==> src/rtl/fetch_entry_buffer.sv <==
// Circular fetch-entry FIFO between the I-cache fetch port and the instruction realigner.
// Optional same-cycle empty-buffer bypass is enabled by defining FETCH_BUFFER_BYPASS_EN.
module fetch_entry_buffer #(
   parameter int unsigned DEPTH = 4
) (
   input  logic                       clk_i,
   input  logic                       rst_ni,
   input  logic                       flush_i,
   input  logic                       in_valid_i,
   output logic                       in_ready_o,
   input  logic [63:0]                in_address_i,
   input  logic [31:0]                in_instr_i,
   input  logic                       in_bp_valid_i,
   input  logic                       in_bp_predict_taken_i,
   input  logic [1:0]                 in_bp_taken_i,
   input  logic                       in_page_fault_i,
   output logic                       out_valid_o,
   input  logic                       out_ack_i,
   output logic [63:0]                out_address_o,
   output logic [31:0]                out_instr_o,
   output logic                       out_bp_valid_o,
   output logic                       out_bp_predict_taken_o,
   output logic [1:0]                 out_bp_taken_o,
   output logic                       out_page_fault_o,
   output logic [$clog2(DEPTH):0]     count_o
);

   localparam int unsigned PTR_W = $clog2(DEPTH);
   localparam int unsigned CNT_W = PTR_W + 1;

   typedef struct packed {
      logic [63:0] address;
      logic [31:0] instr;
      logic        bp_valid;
      logic        bp_predict_taken;
      logic [1:0]  bp_taken;
      logic        page_fault;
   } entry_t;

   entry_t             mem_q [DEPTH];
   logic [PTR_W-1:0]   rd_ptr_q, wr_ptr_q;
   logic [CNT_W-1:0]   count_q;

   entry_t in_entry, head;
   logic   empty, full, push, pop;

   assign in_entry = '{address:          in_address_i,
                       instr:            in_instr_i,
                       bp_valid:         in_bp_valid_i,
                       bp_predict_taken: in_bp_predict_taken_i,
                       bp_taken:         in_bp_taken_i,
                       page_fault:       in_page_fault_i};

   assign empty      = (count_q == '0);
   assign full       = (count_q == CNT_W'(DEPTH));
   assign in_ready_o = !flush_i && !full;

`ifdef FETCH_BUFFER_BYPASS_EN
   logic bypass;

   // An empty buffer forwards the incoming beat; an acked bypassed beat is never stored.
   assign bypass      = empty && in_valid_i && !flush_i;
   assign out_valid_o = (!empty && !flush_i) || bypass;
   assign head        = bypass ? in_entry : mem_q[rd_ptr_q];
   assign pop         = out_ack_i && out_valid_o && !empty;
   assign push        = in_valid_i && in_ready_o && !(bypass && out_ack_i);
`else
   assign out_valid_o = !empty && !flush_i;
   assign head        = mem_q[rd_ptr_q];
   assign pop         = out_ack_i && out_valid_o;
   assign push        = in_valid_i && in_ready_o;
`endif

   assign out_address_o          = head.address;
   assign out_instr_o            = head.instr;
   assign out_bp_valid_o         = head.bp_valid;
   assign out_bp_predict_taken_o = head.bp_predict_taken;
   assign out_bp_taken_o         = head.bp_taken;
   assign out_page_fault_o       = head.page_fault;
   assign count_o                = count_q;

   // Pointer, occupancy and storage update; flush resets pointers but keeps storage.
   always_ff @(posedge clk_i or negedge rst_ni) begin
      if (!rst_ni) begin
         rd_ptr_q <= '0;
         wr_ptr_q <= '0;
         count_q  <= '0;
         for (int unsigned i = 0; i < DEPTH; i++) mem_q[i] <= '0;
      end else if (flush_i) begin
         rd_ptr_q <= '0;
         wr_ptr_q <= '0;
         count_q  <= '0;
      end else begin
         if (push) begin
            mem_q[wr_ptr_q] <= in_entry;
            wr_ptr_q        <= wr_ptr_q + PTR_W'(1);
         end
         if (pop) rd_ptr_q <= rd_ptr_q + PTR_W'(1);
         case ({push, pop})
            2'b10:   count_q <= count_q + CNT_W'(1);
            2'b01:   count_q <= count_q - CNT_W'(1);
            default: count_q <= count_q;
         endcase
      end
   end

endmodule
==> config.mk <==
export PLATFORM = sky130hd
export DESIGN_NAME = fetch_entry_buffer
export DESIGN_NICKNAME = d
export VERILOG_FILES = /design/src/rtl/fetch_entry_buffer.sv
export SDC_FILE = /design/constraint.sdc
export NUM_CORES = 1
export LEC_CHECK = 0
export CORE_MARGIN = 3
export CORE_UTILIZATION = 30
export CTS_CLUSTER_SIZE = 30
export DETAILED_ROUTE_END_ITERATION = 8
export HOLD_SLACK_MARGIN = 0.08
export PLACE_DENSITY_LB_ADDON = 0.15
export SYNTH_ARGS = -nofsm -noshare
export SYNTH_HDL_FRONTEND = slang
export SYNTH_SLANG_ARGS = --single-unit
==> constraint.sdc <==
create_clock -name clk_i -period 5 [get_ports clk_i]
set_input_delay 1.25 -clock clk_i [delete_from_list [all_inputs] [get_ports clk_i]]
set_output_delay 1.25 -clock clk_i [all_outputs]
set_load 0.01 [all_outputs]
==> results of run 1 <==
cell families (layout without fill, tap and decap cells):
kind of cell | after synthesis | count (layout)
AOI/OAI and AO/OA | 17 | 17
muxes | 506 | 506
xor gates and xnor gates | 3 | 3
buffers and inverters | 78 | 329
and+or+nand+nor | 26 | 26
adders and majority gates | 5 | 5
other | 0 | 3
DFF | 411 | 411
through the flow:
step / instance area (um2) / worst slack (ns)
6_report: 24100 / 0.840
5_1_grt: 24100 / 0.631
4_1_cts: 24100 / 0.690
3_5_place_dp: 22500 / 1.10
3_3_place_gp: 22500 / 1.11
2_1_floorplan: 19900 / 2.13
final timing paths:
kind	depth (start not counted)	from	slack, ns	end
max in group asynchronous	2	rst_ni	3.20	mem_q[242]$_DFFE_PN0P_
setup / recovery	3	rd_ptr_q[0]$_DFFE_PN0P_	0.84	out_address_o[5]
hold / removal	1	mem_q[108]$_DFFE_PN0P_	0.50	mem_q[108]$_DFFE_PN0P_
min in group asynchronous	1	rst_ni	0.78	mem_q[293]$_DFFE_PN0P_
setup reg to reg	4	count_o[1]$_DFFE_PN0P_	2.29	mem_q[7]$_DFFE_PN0P_
hold reg to reg	1	mem_q[108]$_DFFE_PN0P_	0.50	mem_q[108]$_DFFE_PN0P_
flip-flops by register name (all words and copies together) (netlist names):
name,count
count_o,3
mem_q,404
rd_ptr_q,2
wr_ptr_q,2
report_power, final:
part / switching [mW] / internal [mW]
logic: 1.11 / 2.54
clock network: 1.40 / 2.20
registers: 0.590 / 4.35
synth_stat cells, types with 2 or more instances:
library cell	instances
clkbuf_1	12
mux2_4	360
ha_1	4
buf_12	40
a21oi_1	5
nand3_4	4
buf_2	11
o21ai_0	3
buf_4	5
xor2_1	2
mux2_2	45
inv_1	4
nor2_1	6
o311ai_0	3
nor2b_1	2
mux4_2	101
nand3_1	3
or4_1	2
dfrtp_1	411
o211ai_1	2
buf_1	5
nor3_1	2
per-layer routing:
metal	GRT usage [%]	part of all wire, %	vias up
li1	-	-	4337
met1	17.5	45	5277
met2	21.4	48	164
met3	3.45	5.1	54
met4	3.61	1.9	2
met5	0	0.016	-
final cells by class:
class / instances / share of cell area, %
Antenna cell: 3 / 0.0311
Clock buffer: 79 / 6.40
Clock inverter: 7 / 0.353
Inverter: 4 / 0.0622
Multi-Input combinational cell: 557 / 35.6
Sequential cell: 411 / 42.6
Tap cell: 855 / 4.43
Timing Repair Buffer: 239 / 10.5
worst max-delay path, cell delays in order (launching register included):
cell and delay, ns:
dfrtp_4 0.92, buf_4 0.37, mux4_2 0.53, clkdlybuf4s50_1 0.51
==> out/results.tsv, run 1 <==
stage	metric	value	unit
status	status	finished, final reports clean	
die	dieWidth	263	um
route	route.detailed.drc	0	
setup_path	worst-setup-path-type	reg -> out	
placement	io_buffers	211	
cells_and_area	layout_common_cells	409 x dfrtp_1, 360 x mux2_4, 210 x clkdlybuf4s50_1, 101 x mux4_2, 53 x clkbuf_16	
setup_path	cp.required	3.75	ns
global_route	gr-total-overflow	0	
yosys	synth-main-ff-cell	dfrtp_1	
yosys	synth-xor-area-share	0.132	%
clock_network	numClockSinks	411	
route	vias	9834	
route	drt_iter0_drc	334	
die	rows	93	
setup_path	crit_fanout	31	
setup_path	start_kind	flop	
timing	fin_hold_ws	0.498	ns
timing	worst_pin_slew	0.910	ns
cells_and_area	final_common_cell	dfrtp_1	
cells_and_area	nets	1375	
clock_network	clockBufferDepth	3	
placement	dpl.hpwl	27.0	mm
cells_and_area	finish.utilization	37.2	%
clock_network	htreeDepth	2	
route	drtPass1Iterations	4	
cells_and_area	instances_no_fill	2155	
timing	relSlewSlack	39.3	%
clock_network	cts_buffers	51	
timing	setup-violations-final	0	
yosys	avgSynthCellArea	19.0	um2
route	via_per_inst	4.56	
power_and_ir_drop	p_leak	11.3	nW
route	postRouteAntennaNets	0	
timing	fin_tns_setup	0	ns
clock_network	clkTransAtPathRegs	0.05	ns
yosys	syn_nets	1157	
clock_network	post-cts-setup-buffers	0	
die	dieArea	69300	um2
yosys	synth_area_leaders	dfrtp_1 52%, mux2_4 27%, mux4_2 11%	
yosys	ys_ff_latch	411	
clock_network	clkLatencyLatePin	0.57	ns
yosys	syn_area	19900	um2
placement	placedCellCount	2066	
yosys	syn_inst	1046	
cells_and_area	drive_gt1_share	47.4	%
die	ios	212	
setup_path	cp-end-kind	primary output	
yosys	yosys.area.top_type	dfrtp_1	
timing	finalCritPeriodShare	83.2	%
power_and_ir_drop	finalPower	12.2	mW
timing	skew	0.0175	ns
placement	place_congestion	0.699	
clock_network	cts_resized	0	
timing	period_minus_slack	4.16	ns
timing	rsz0062_at_grt	false	
yosys	ys_async_sr_fraction	100	%
clock_network	cts_root_buf	clkbuf_16	
worst_hold_path	hp-class	reg -> reg	
clock_network	cts_tree	done	
cells_and_area	syn2layout_area_growth	21.5	%
power_and_ir_drop	ir_worst_vdd	0.000252	V
yosys	yosys.area_share.simple	0.995	%
setup_path	worst_ep_arrival_time	2.91	ns
timing	fmax	240	MHz
timing	finalHoldViolations	0	
cells_and_area	regArea	10300	um2
route	wl_per_cell	20.8	um
flow_run	max_cap_viol_count	0	
die	die-height	263	um
yosys	ys_types	36	
yosys	synthAdderAreaFrac	0.353	%
yosys	synth_top_family_by_area	multiplexers	
die	core	64900	um2
yosys	muxShareOfSynthArea	41.2	%
die	start_util	30.6	%
yosys	synth_top_area_share	51.8	%
route	routed_wl	44.9	mm
cells_and_area	multiInputGateArea	8590	um2
yosys	synth_edf_count	0	
yosys	synth_seq_area_share	51.8	%
global_route	grt_pass1_vias	11700	
global_route	antenna_found_initial	4	
global_route	grt_util_all_layers	13.2	%
global_route	grt_first_pass_wirelength	72.4	mm
yosys	synth-compound-area-share	0.567	%
global_route	grt_max_degree	108	
yosys	ys_warn_count	0	
power_and_ir_drop	powerDensity	505	nW/um2
timing	slew_viol_final	0	
clock_network	cts_hold_buf	0	
cells_and_area	fillers	6081	
Power figures use the tool's default switching activity.
==> run 2: changes to the inputs <==
==> constraint.sdc (replaced) <==
create_clock -name clk_i -period 4.17 [get_ports clk_i]
set_input_delay 1.0425 -clock clk_i [delete_from_list [all_inputs] [get_ports clk_i]]
set_output_delay 1.0425 -clock clk_i [all_outputs]
set_load 0.01 [all_outputs]
==> run 2 against run 1 <==
Clock power rose by 21%. Cell area rose by 0.60%. Clock skew fell by 0.0072 ns. Power rose by 21%. Cell count barely moved. Sequential power rose by 20%. Core utilization rose by 0.22 points. Critical endpoint is now out_address_o[57]. Largest power group unchanged.
==> out/results.tsv, run 2 (synthesis gave the netlist of run 1 again) <==
stage	metric	value	unit	change
status	status	finished, final reports clean		
route	postRouteAntennaNets	0		unchanged
power_and_ir_drop	p_leak	11.3	nW	+0.59%
clock_network	cts_buffers	49		-3.9%
clock_network	clockBufferDepth	3		unchanged
timing	rsz0062_at_grt	false		
clock_network	clkLatencyLatePin	0.56	ns	about the same
power_and_ir_drop	ir_worst_vdd	0.000340	V	+35%
placement	dpl.hpwl	28.0	mm	+3.7%
clock_network	cts_tree	done		
route	routed_wl	45.2	mm	+0.62%
cells_and_area	syn2layout_area_growth	22.2	%	
die	dieWidth	263	um	unchanged
route	wl_per_cell	21.0	um	+0.53%
cells_and_area	layout_common_cells	409 x dfrtp_1, 360 x mux2_4, 210 x clkdlybuf4s50_1, 101 x mux4_2, 51 x clkbuf_16		
die	dieArea	69300	um2	unchanged
timing	fmax	265	MHz	
clock_network	cts_resized	0		unchanged
setup_path	r2r_cells	5		+1
die	start_util	30.6	%	unchanged
setup_path	slowest_stage	dfrtp_4		
timing	finalCritPeriodShare	90.4	%	
flow_run	max_cap_viol_count	0		unchanged
route	drt_iter0_drc	430		+29%
timing	setup-violations-final	0		unchanged
setup_path	reg2reg_from	count_o[1]$_DFFE_PN0P_		
die	die-height	263	um	unchanged
setup_path	cp.required	3.13	ns	-0.62 ns
cells_and_area	top_register	mem_q		
global_route	grt_pass1_vias	11300		-3.6%
die	rows	93		unchanged
clock_network	numClockSinks	411		unchanged
placement	io_buffers	211		unchanged
clock_network	htreeDepth	2		unchanged
setup_path	cp.buffers_inverters	2		unchanged
timing	finalHoldViolations	0		unchanged
clock_network	post-cts-setup-buffers	0		unchanged
timing	worst_pin_slew	0.666	ns	-0.244 ns
timing	fin_tns_setup	0	ns	unchanged
timing	slew_viol_final	0		unchanged
power_and_ir_drop	powerDensity	605	nW/um2	+20%
setup_path	startpoint	rd_ptr_q[0]$_DFFE_PN0P_		
setup_path	slowest_delay	0.78	ns	-0.14 ns
route	vias	9878		+0.45%
route	drtPass1Iterations	4		unchanged
timing	skew	0.0103	ns	-0.00723 ns
die	core	64900	um2	unchanged
die	ios	212		unchanged
setup_path	start_kind	flop		
route	via_per_inst	4.58		+0.35%
cells_and_area	finish.utilization	37.4	%	+0.22 points
cells_and_area	final_common_cell	dfrtp_1		
power_and_ir_drop	finalPower	14.7	mW	+21%
setup_path	cp.depth	3		unchanged
setup_path	crit_chain	buf_4, mux4_2, clkdlybuf4s50_1		
setup_path	cp-end-kind	primary output		
timing	relSlewSlack	55.6	%	+16 points
placement	place_congestion	0.686		-1.8%
clock_network	clkTransAtPathRegs	0.06	ns	about the same
global_route	antenna_found_initial	5		+1
global_route	grt_max_degree	77		-29%
worst_hold_path	hp-class	in -> async		
setup_path	cpLargestDelayFamily	buffers and inverters		
setup_path	worst-setup-path-type	reg -> out		
global_route	gr-total-overflow	0		unchanged
cells_and_area	largest_reg_flops	404		unchanged
cells_and_area	nets	1380		+0.36%
cells_and_area	drive_gt1_share	47.8	%	+0.43 points
setup_path	crit_fanout	20		-35%
timing	period_minus_slack	3.77	ns	
global_route	grt_first_pass_wirelength	72.2	mm	-0.32%
global_route	grt_util_all_layers	13.1	%	-0.054 points
route	route.detailed.drc	0		unchanged
clock_network	cts_root_buf	clkbuf_16		
clock_network	cts_hold_buf	0		unchanged
setup_path	worst_ep_arrival_time	2.73	ns	-0.18 ns
[run 2: worst register-to-register path, delay by kind of cell, from the launching register on]
family / cells / cell delay [ns]
and+or+nand+nor: 2 / 1.02
DFF: 1 / 0.56
buffers and inverters: 2 / 0.52
muxes: 1 / 0.31
[run 2: through the flow]
step	worst slack, ns	cells	hold WS [ns]	cell area, um2
final	0.400	2157	0.496	24300
after global routing	0.245	2155	0.512	24300
after CTS	0.280	2155	0.490	24300
after detailed placement	0.730	2073	0.487	22600
after global placement	0.771	2073	0.482	22600
after floorplan	1.54	1046	0.474	19900
[run 2: metal layers]
layer	global-route usage (%)	part of all wire, %	routed length (um)	vias to the layer above
met1	18.4	47	21100	5303
met5	0	0.082	37	-
met4	2.94	1.6	730	6
met2	20.5	47	21200	162
li1	-	-	-	4348
met3	3.37	4.8	2170	59
[run 2: layout make-up]
cell class / instances / area (um2)
fill: 6065 / 40700
sequential: 411 / 10300
multi-input combinational: 557 / 8590
timing repair buffer: 246 / 2670
clock buffer: 74 / 1490
tap: 855 / 1070
clock inverter: 8 / 144
inverter: 4 / 15.0
antenna: 2 / 5.00
[run 2: worst paths after layout]
kind                                           to  slack, ns
min                         mem_q[91]$_DFFE_PN0P_       0.50
max                             out_address_o[57]       0.40
max reg2reg                mem_q[165]$_DFFE_PN0P_       1.64
min reg2reg                mem_q[105]$_DFFE_PN0P_       0.50
min in group clk_i         mem_q[105]$_DFFE_PN0P_       0.50
max in group asynchronous  mem_q[292]$_DFFE_PN0P_       2.75
[run 2: power by group]
part           internal [mW]  total [mW]  switching [mW]
logic                   3.06        4.41            1.35
registers               5.21        5.92           0.707
clock network           2.69        4.37            1.67
total                   11.0        14.7            3.73
